===== src/rtl/proj_pkg.sv =====
// Shared types and sizes for the MinHash projection stage.
package proj_pkg;

    localparam int FM_BUFFER_SIZE = 32;
    localparam int SEQ_PASS_W = 4;

    typedef enum logic [1:0] {
        IDLE,
        RUN,
        DONE
    } seq_state_e;

endpackage


===== src/rtl/proj_index_sequencer_if.sv =====
// Index stream from the sequencer to the FM buffer read port.
interface proj_index_sequencer_if
    import proj_pkg::*;
#(
    parameter int IDX_W = $clog2(FM_BUFFER_SIZE),
    parameter int PASS_W = SEQ_PASS_W
);

    logic [IDX_W-1:0]  index;
    logic              index_valid;
    logic              index_ready;
    logic [PASS_W-1:0] pass_idx;
    logic              last;

    modport master (
        output index,
        output index_valid,
        output pass_idx,
        output last,
        input  index_ready
    );

    modport slave (
        input  index,
        input  index_valid,
        input  pass_idx,
        input  last,
        output index_ready
    );

endinterface


===== src/rtl/proj_wrap_counter.sv =====
// Enabled up-counter that returns to zero after reaching limit;
// wrap flags the enabled cycle at the limit so counters can cascade.
module proj_wrap_counter #(
    parameter int W = 4
) (
    input  logic         clk,
    input  logic         rst,
    input  logic         clr,
    input  logic         en,
    input  logic [W-1:0] limit,
    output logic [W-1:0] count,
    output logic         wrap
);

    assign wrap = en && (count == limit);

    always_ff @(posedge clk or posedge rst) begin
        if (rst) begin
            count <= '0;
        end else if (clr) begin
            count <= '0;
        end else if (en) begin
            count <= wrap ? '0 : count + 1'b1;
        end
    end

endmodule


===== src/rtl/proj_index_sequencer.sv =====
// Programmable index/pass generator that walks the FM buffer with
// a valid/ready stream, abort, and busy/done/error status.
module proj_index_sequencer
    import proj_pkg::*;
#(
    parameter int MAX_LEN = FM_BUFFER_SIZE,
    parameter int IDX_W = $clog2(MAX_LEN),
    parameter int PASS_W = SEQ_PASS_W
) (
    input  logic              clk,
    input  logic              rst,
    input  logic              start,
    input  logic [IDX_W:0]    cfg_len,
    input  logic [PASS_W-1:0] cfg_passes,
    input  logic              abort,
    proj_index_sequencer_if.master seq,
    output logic              busy,
    output logic              done,
    output logic              finished_count,
    output logic              cfg_err
);

    seq_state_e state_q, state_d;

    logic [IDX_W:0]    len_q;
    logic [PASS_W-1:0] passes_q;
    logic [IDX_W-1:0]  idx;
    logic [PASS_W-1:0] pass;
    logic [IDX_W-1:0]  idx_lim;
    logic [PASS_W-1:0] pass_lim;
    logic              cfg_ok;
    logic              start_ok;
    logic              run;
    logic              kill;
    logic              accept;
    logic              idx_wrap;
    logic              pass_wrap;
    logic              clr;

    assign cfg_ok = (cfg_len != '0)
                 && (cfg_len <= (IDX_W+1)'(MAX_LEN))
                 && (cfg_passes != '0);

    assign run      = (state_q == RUN);
    assign start_ok = (state_q == IDLE) && start && cfg_ok;
    assign kill     = run && abort;
    assign accept   = run && seq.index_ready && !abort;
    assign clr      = start_ok || kill;

    // len is at most MAX_LEN, so len-1 always fits in IDX_W bits
    assign idx_lim  = IDX_W'(len_q - 1'b1);
    assign pass_lim = passes_q - 1'b1;

    proj_wrap_counter #(.W(IDX_W)) u_idx (
        .clk   (clk),
        .rst   (rst),
        .clr   (clr),
        .en    (accept),
        .limit (idx_lim),
        .count (idx),
        .wrap  (idx_wrap)
    );

    proj_wrap_counter #(.W(PASS_W)) u_pass (
        .clk   (clk),
        .rst   (rst),
        .clr   (clr),
        .en    (idx_wrap),
        .limit (pass_lim),
        .count (pass),
        .wrap  (pass_wrap)
    );

    always_comb begin
        state_d = state_q;
        case (state_q)
            IDLE:    if (start_ok) state_d = RUN;
            RUN: begin
                if (abort)          state_d = IDLE;
                else if (pass_wrap) state_d = DONE;
            end
            DONE:    state_d = IDLE;
            default: state_d = IDLE;
        endcase
    end

    always_ff @(posedge clk or posedge rst) begin
        if (rst) begin
            state_q        <= IDLE;
            len_q          <= '0;
            passes_q       <= '0;
            finished_count <= 1'b0;
            cfg_err        <= 1'b0;
        end else begin
            state_q <= state_d;
            cfg_err <= (state_q == IDLE) && start && !cfg_ok;
            if (start_ok) begin
                len_q          <= cfg_len;
                passes_q       <= cfg_passes;
                finished_count <= 1'b0;
            end else if (pass_wrap) begin
                finished_count <= 1'b1;
            end
        end
    end

    assign busy            = run;
    assign done            = (state_q == DONE);
    assign seq.index       = idx;
    assign seq.pass_idx    = pass;
    assign seq.index_valid = run;
    assign seq.last        = run && (idx == idx_lim) && (pass == pass_lim);

endmodule


===== src/flat_wrapper.sv =====
// flat-port wrapper written by rule: the top's interface ports become plain ports
module proj_index_sequencer_flat import proj_pkg::*;
#(
    parameter int MAX_LEN = FM_BUFFER_SIZE,
    parameter int IDX_W = $clog2(MAX_LEN),
    parameter int PASS_W = SEQ_PASS_W
)
  (clk, rst, start, cfg_len, cfg_passes, abort, busy, done, finished_count, cfg_err, seq_index, seq_index_valid, seq_pass_idx, seq_last, seq_index_ready);
  proj_index_sequencer_if #(.IDX_W(IDX_W), .PASS_W(PASS_W)) seq_i ();
  input  logic clk;
  input  logic rst;
  input  logic start;
  input  logic [IDX_W:0] cfg_len;
  input  logic [PASS_W-1:0] cfg_passes;
  input  logic abort;
  output logic busy;
  output logic done;
  output logic finished_count;
  output logic cfg_err;
  output wire logic [$bits(seq_i.index)-1:0] seq_index;
  output wire logic [$bits(seq_i.index_valid)-1:0] seq_index_valid;
  output wire logic [$bits(seq_i.pass_idx)-1:0] seq_pass_idx;
  output wire logic [$bits(seq_i.last)-1:0] seq_last;
  input wire logic [$bits(seq_i.index_ready)-1:0] seq_index_ready;
  assign seq_index = seq_i.index;
  assign seq_index_valid = seq_i.index_valid;
  assign seq_pass_idx = seq_i.pass_idx;
  assign seq_last = seq_i.last;
  assign seq_i.index_ready = seq_index_ready;
  proj_index_sequencer #(.MAX_LEN(MAX_LEN), .IDX_W(IDX_W), .PASS_W(PASS_W)) u_core (.clk(clk), .rst(rst), .start(start), .cfg_len(cfg_len), .cfg_passes(cfg_passes), .abort(abort), .seq(seq_i), .busy(busy), .done(done), .finished_count(finished_count), .cfg_err(cfg_err));
endmodule

===== config.mk =====
export PLATFORM = sky130hd
export DESIGN_NAME = proj_index_sequencer_flat
export DESIGN_NICKNAME = d
export VERILOG_FILES = /design/src/rtl/proj_pkg.sv /design/src/rtl/proj_index_sequencer_if.sv /design/src/rtl/proj_wrap_counter.sv /design/src/rtl/proj_index_sequencer.sv /design/src/flat_wrapper.sv
export SDC_FILE = /design/constraint.sdc
export NUM_CORES = 1
export LEC_CHECK = 0
export BUFFER_PORTS_ARGS = -buffer_cell sky130_fd_sc_hd__buf_2
export CORE_ASPECT_RATIO = 0.75
export CORE_MARGIN = 2
export CORE_UTILIZATION = 44
export CTS_BUF_LIST = sky130_fd_sc_hd__clkbuf_8
export CTS_CLUSTER_DIAMETER = 60
export DETAILED_ROUTE_END_ITERATION = 10
export PLACE_DENSITY_LB_ADDON = 0.1
export SLEW_MARGIN = 25
export SYNTH_ARGS = -nofsm -noshare
export SYNTH_HDL_FRONTEND = slang
export SYNTH_SLANG_ARGS = --single-unit

===== constraint.sdc =====
create_clock -name clk -period 2.1 [get_ports clk]
set_input_delay 0.315 -clock clk [delete_from_list [all_inputs] [get_ports clk]]
set_output_delay 0.315 -clock clk [all_outputs]
set_load 0.05 [all_outputs]

* Yosys cells after proc, flatten, opt, wreduce, memory -nomap -nowiden
Cells that the tools add are included.
** Cells by class
- Mux-type cells :: 12
- Order comparisons :: 1
- $add $sub $neg :: 4
- Reduce and logical (&&, ||, !) cells :: 22
- Eq/ne operators :: 6
** Operators by type and width (count)
- $mux W5 :: 3
- $logic_and A1 B1 Y1 :: 12
- $mux W4 :: 3
- $le A6 B6 Y1 const B :: 1
- $mux W2 :: 3
- $reduce_bool A2 Y1 :: 3
- $reduce_bool A6 Y1 :: 1
- $add A5 B1 Y5 const B :: 1
- $eq A5 B5 Y1 :: 1
- $sub A5 B1 Y5 const B :: 1
- $add A4 B1 Y4 const B :: 1
- $eq A4 B4 Y1 :: 1
- $pmux W2 S2 :: 1
- $reduce_bool A4 Y1 :: 1
- $sub A4 B1 Y4 const B :: 1
- $ne A3 B3 Y1 const B :: 1
- $eq A2 B1 Y1 const B :: 1
- $eq A2 B2 Y1 const B :: 1
- $logic_not A1 Y1 :: 2
- $logic_not A2 Y1 :: 1
- $mux W1 :: 2
- $ne A2 B1 Y1 const B :: 1
- $reduce_and A2 Y1 :: 1
- $logic_or A1 B1 Y1 :: 1
** Storage, ports and cells
- Flip-flop bits (word level) :: 22
- Logic and storage cells :: 52

* Logic depth before layout (Yosys ltp)
- Depth in word-level cells :: 8
- Gate-level depth with buffers :: 7

* Cells and area by module
A second synthesis with hierarchy kept.
** Second synthesis, totals
- Cell total of the unflattened synthesis :: 131
- Area, all modules :: 1393.8 sq um
** Modules (own cells, without submodules)
- proj_index_sequencer :: times used 1, cells each 72, seq. area each 325.3 sq um, area an instance 805.8 sq um
- proj_wrap_counter (u_core.u_idx) :: times used 1, cells each 31, seq. area each 125.1 sq um, area an instance 334.1 sq um
- proj_wrap_counter (u_core.u_pass) :: times used 1, cells each 28, seq. area each 100.1 sq um, area an instance 254.0 sq um

* Worst setup path before layout
No wires, ideal clock.
- Kind :: register to output
- From :: register u_core.u_idx.count[2]
- To :: output port seq_last
- Slack :: -1.156 ns
- Data required time :: 1.785 ns
- Arrival time :: 2.941 ns
- Stages on the path, launching flop included :: 6
- Cell sequence :: dfrtp_1 -> buf_4 -> o21ba_2 -> a22oi_1 -> nor2_1 -> nor4_1
** Between the ends
- Cells in the longest elaborated chain, start to end :: 3
** RTL lines
- start, declared :: RTL line proj_wrap_counter.sv:11 : output logic [W-1:0] count,
- start signal, assigned :: RTL line proj_wrap_counter.sv:23 : count <= wrap ? '0 : count + 1'b1;
- $eq A5 B5 Y1 :: RTL line proj_index_sequencer.sv:112 : assign seq.last = run && (idx == idx_lim) && (pass == pass_lim);
- $logic_and A1 B1 Y1 (2 in series) :: RTL line proj_index_sequencer.sv:112
- end, declared :: RTL line flat_wrapper.sv:23 : output wire logic [$bits(seq_i.last)-1:0] seq_last;
Every way passes these cells.

* Worst setup path in the final report
- From :: register u_core.len_q[2]
- To :: output port seq_last
** Between the ends
- Cells in the longest elaborated chain, start to end :: 4
** RTL lines
- start, declared :: RTL line proj_index_sequencer.sv:25 : logic [IDX_W:0] len_q;
- start signal, assigned :: RTL line proj_index_sequencer.sv:98 : len_q <= cfg_len;
- $sub A5 B1 Y5 :: RTL line proj_index_sequencer.sv:51 : assign idx_lim = IDX_W'(len_q - 1'b1);
- $eq A5 B5 Y1 :: RTL line proj_index_sequencer.sv:112
- $logic_and A1 B1 Y1 (2 in series) :: RTL line proj_index_sequencer.sv:112
Every way passes these cells.

==> impl_metrics.py <==
metrics = {
    "power_and_ir_drop": {
        "cellLeakagePower_nw": 0.791,
        "cellPowerDensity_nw_per_um2": 834,
        "irDropWorstVdd_mv": 0.509,
    },
    "floorplan": {
        "start_util_pct": 45.5,
        "dieArea_um2": 3470,
        "die_w_um": 67.4,
        "row_count": 17,
        "coreArea_um2": 2910,
        "die_h_um": 51.5,
        "ioPinCount": 30,
    },
    "finish": {
        "area_delta_synth_final_pct": 26.4,
        "final_cells": 195,
        "drive_above_1_share_pct": 45.9,
        "fin_nets": 177,
        "layout_commonest_cell": "buf_2",
        "num_antenna_cells": 0,
        "layout_common_cells": "buf_2 (28), dfrtp_1 (16), xor2_1 (9), buf_4 (9), inv_1 (8)",
    },
    "clocking": {
        "clockRootBuffer": "clkbuf_8",
        "clockBufferDepth": 2,
        "insertion_delay_ns": 0.26,
        "cts.sinks": 22,
        "cts_tree": "built",
        "htree_levels": 1,
        "cts_made_buffers": 3,
        "clkTransAtPathRegs_ns": 0.08,
    },
    "timing": {
        "clock_skew_ns": 0.00426,
        "max_slew_margin_pct": 72.8,
        "final-setup-viol-count": 1,
        "drv_slew": 0,
        "holdWs_ns": 0.0714,
        "tightest_slew_ns": 0.405,
        "hold_viol": 0,
        "setup_slack_ns": -0.0951,
        "period_minus_slack_ns": 2.20,
        "fmax_mhz": 456,
        "rsz0062_at_grt": "true",
        "finalCritPeriodShare_pct": 105,
    },
    "global_routing": {
        "grt_pass1_wl_um": 4650,
        "grt_pass1_vias": 979,
        "grt_max_degree": 23,
        "antenna_found_initial": 0,
        "overflow": 0,
        "gr-usage-all-layers_pct": 18.3,
    },
    "setup_path": {
        "cp_max_fo": 5,
        "r2r_start": "u_core.len_q[0]",
        "arrival_ns": 1.88,
        "end_kind": "output port",
        "worst-setup-path-type": "reg2out",
        "reg2regPathDepth": 8,
        "r2r_end": "u_core.u_pass.count[0]",
        "startpoint": "u_core.len_q[2]",
        "required_ns": 1.78,
        "rrSetupSlack_ns": 0.19,
        "start_kind": "register",
    },
    "logic_synthesis": {
        "synthXorXnorAreaFrac_pct": 10.6,
        "synth_adder_area_share_pct": 3.78,
        "netlist_area_um2": 1330,
        "ys_seq_area_share_pct": 41.5,
        "synth_ff_type": "dfrtp_1",
        "synth.area.mux_share_pct": 8.78,
        "async_reset_ff_share_pct": 100,
        "yosysUniqueCellTypes": 39,
        "syn_area_per_cell_um2": 11.1,
        "synth-compound-area-share_pct": 9.73,
        "synth_area_leaders": "dfrtp_1 (42%), xor2_1 (5.9%), xnor2_1 (4.6%)",
        "synth_top_family_by_area": "simple AND/OR/NAND/NOR gates",
        "synth_edf_count": 0,
        "syn-num-nets": 138,
        "yosysTopAreaCell": "dfrtp_1",
        "synth_simple_gate_area_share_pct": 19.7,
        "ys_seq_elements": 22,
        "ys_warn_count": 0,
        "netlist_instances": 119,
        "synth_top_cell_area_share_pct": 41.5,
    },
    "placed_design": {
        "gp_congestion": 0.828,
        "io_buffers": 29,
        "place_inst": 188,
        "hpwl_um": 2100,
        "dp_slack_ns": 0.0236,
    },
    "detailed_routing": {
        "drtIter0Drc": 40,
        "vias": 993,
        "post-route-drc-count": 0,
        "vias_per_cell": 5.09,
        "drt_wl_total_um": 2700,
        "firstDrtPassIters": 4,
        "routedWlPerCell_um": 13.9,
        "ant_nets": 0,
    },
    "flow_run": {
        "cap_violations": 0,
    },
    "run_status": {
        "violations": "setup timing",
        "status": "finished with violations",
    },
    "hold_path": {
        "hold_path_class": "in2async",
    },
}
==> through the flow <==
step	TNS (ns)	utilization, %	cell area (µm²)	total power [mW]
6_report	-0.0951	57.5	1680	1.40
5_1_grt	-0.222	57.5	1680	1.48
4_1_cts	-0.110	57.0	1660	1.40
3_5_place_dp	0	53.4	1560	0.967
3_3_place_gp	0	53.4	1560	0.953
2_1_floorplan	-0.114	-	1360	0.857
==> worst max path at each step <==
| stage | endpoint | slack [ns] | cells past startpoint |
|---|---|---|---|
| floorplan | seq_last | -0.11 | 5 |
| global route | seq_last | -0.22 | 7 |
| detailed placement | u_core.len_q[4] | 0.02 | 5 |
| CTS | seq_last | -0.11 | 5 |
| finish | seq_last | -0.1 | 5 |
| global placement | u_core.passes_q[2] | 0.04 | 5 |
==> layer usage <==
layer	GRT usage (%)	vias to the layer above	routed length, µm
met4	4.08	0	16
met2	26.7	29	1210
met1	26.4	468	1320
li1	-	494	-
met3	6.06	2	163
met5	0	-	0
==> flip-flops by register name (all words and copies together) (netlist names) <==
name and count:
u_core.len_q 5, u_core.u_idx.count 5, u_core.passes_q 4, u_core.u_pass.count 4, u_core.state_q 2, u_core.cfg_err 1, u_core.finished_count 1
==> report_power, final <==
group | leakage (nW) | total, mW | switching [mW] | internal, mW
clock | 0.0357 | 0.391 | 0.136 | 0.254
sequential | 0.275 | 0.528 | 0.0527 | 0.476
combinational | 0.481 | 0.478 | 0.241 | 0.237
==> cell type report <==
| cell class | instances | area, µm² |
|---|---|---|
| sequential | 22 | 558 |
| timing repair buffer | 38 | 219 |
| tap | 38 | 47.5 |
| fill | 261 | 1240 |
| clock inverter | 1 | 30.0 |
| inverter | 10 | 37.5 |
| clock buffer | 3 | 41.3 |
| multi-input combinational | 83 | 742 |
==> critical path: stages, from the launching register on <==
cell and delay (ns):
dfrtp_1 0.42, nor3_1 0.35, xnor2_2 0.20, nand2_1 0.14, nor4_4 0.31, buf_6 0.20
==> what timing repair did <==
item                                    CTS  global route
hold buffers                              0             0
buffers inserted                          1             2
gates resized for setup                   7             0
pin swaps                                 3             2
endpoints found under the setup margin    1             1
hold endpoints to repair                  0             0
cloned                                    0             0
==> synthesized netlist by cell type (2+ instances only) <==
| cell type | instances |
|---|---|
| o22ai_1 | 2 |
| nand3_1 | 5 |
| nand2b_1 | 3 |
| dfrtp_1 | 22 |
| nor3_1 | 3 |
| xor2_1 | 9 |
| nand3b_1 | 2 |
| inv_1 | 10 |
| ha_1 | 4 |
| a21oi_1 | 4 |
| xnor2_1 | 7 |
| buf_4 | 2 |
| nand2_1 | 7 |
| nor2b_1 | 2 |
| mux2_2 | 5 |
| nand4_1 | 3 |
| mux2_4 | 4 |
| nor2_1 | 4 |
==> logic make-up (layout without fill, tap and decap cells) <==
logic type | count (synthesis) | count (layout)
adder cells (fa/ha/maj) | 4 | 4
multiplexers | 9 | 9
flip-flops | 22 | 22
buffers and inverters | 14 | 52
AND/OR/NAND/NOR | 39 | 39
XOR/XNOR | 16 | 16
AO/OA/AOI/OAI | 15 | 15
Note: power is estimated with default switching activity, not from simulation.
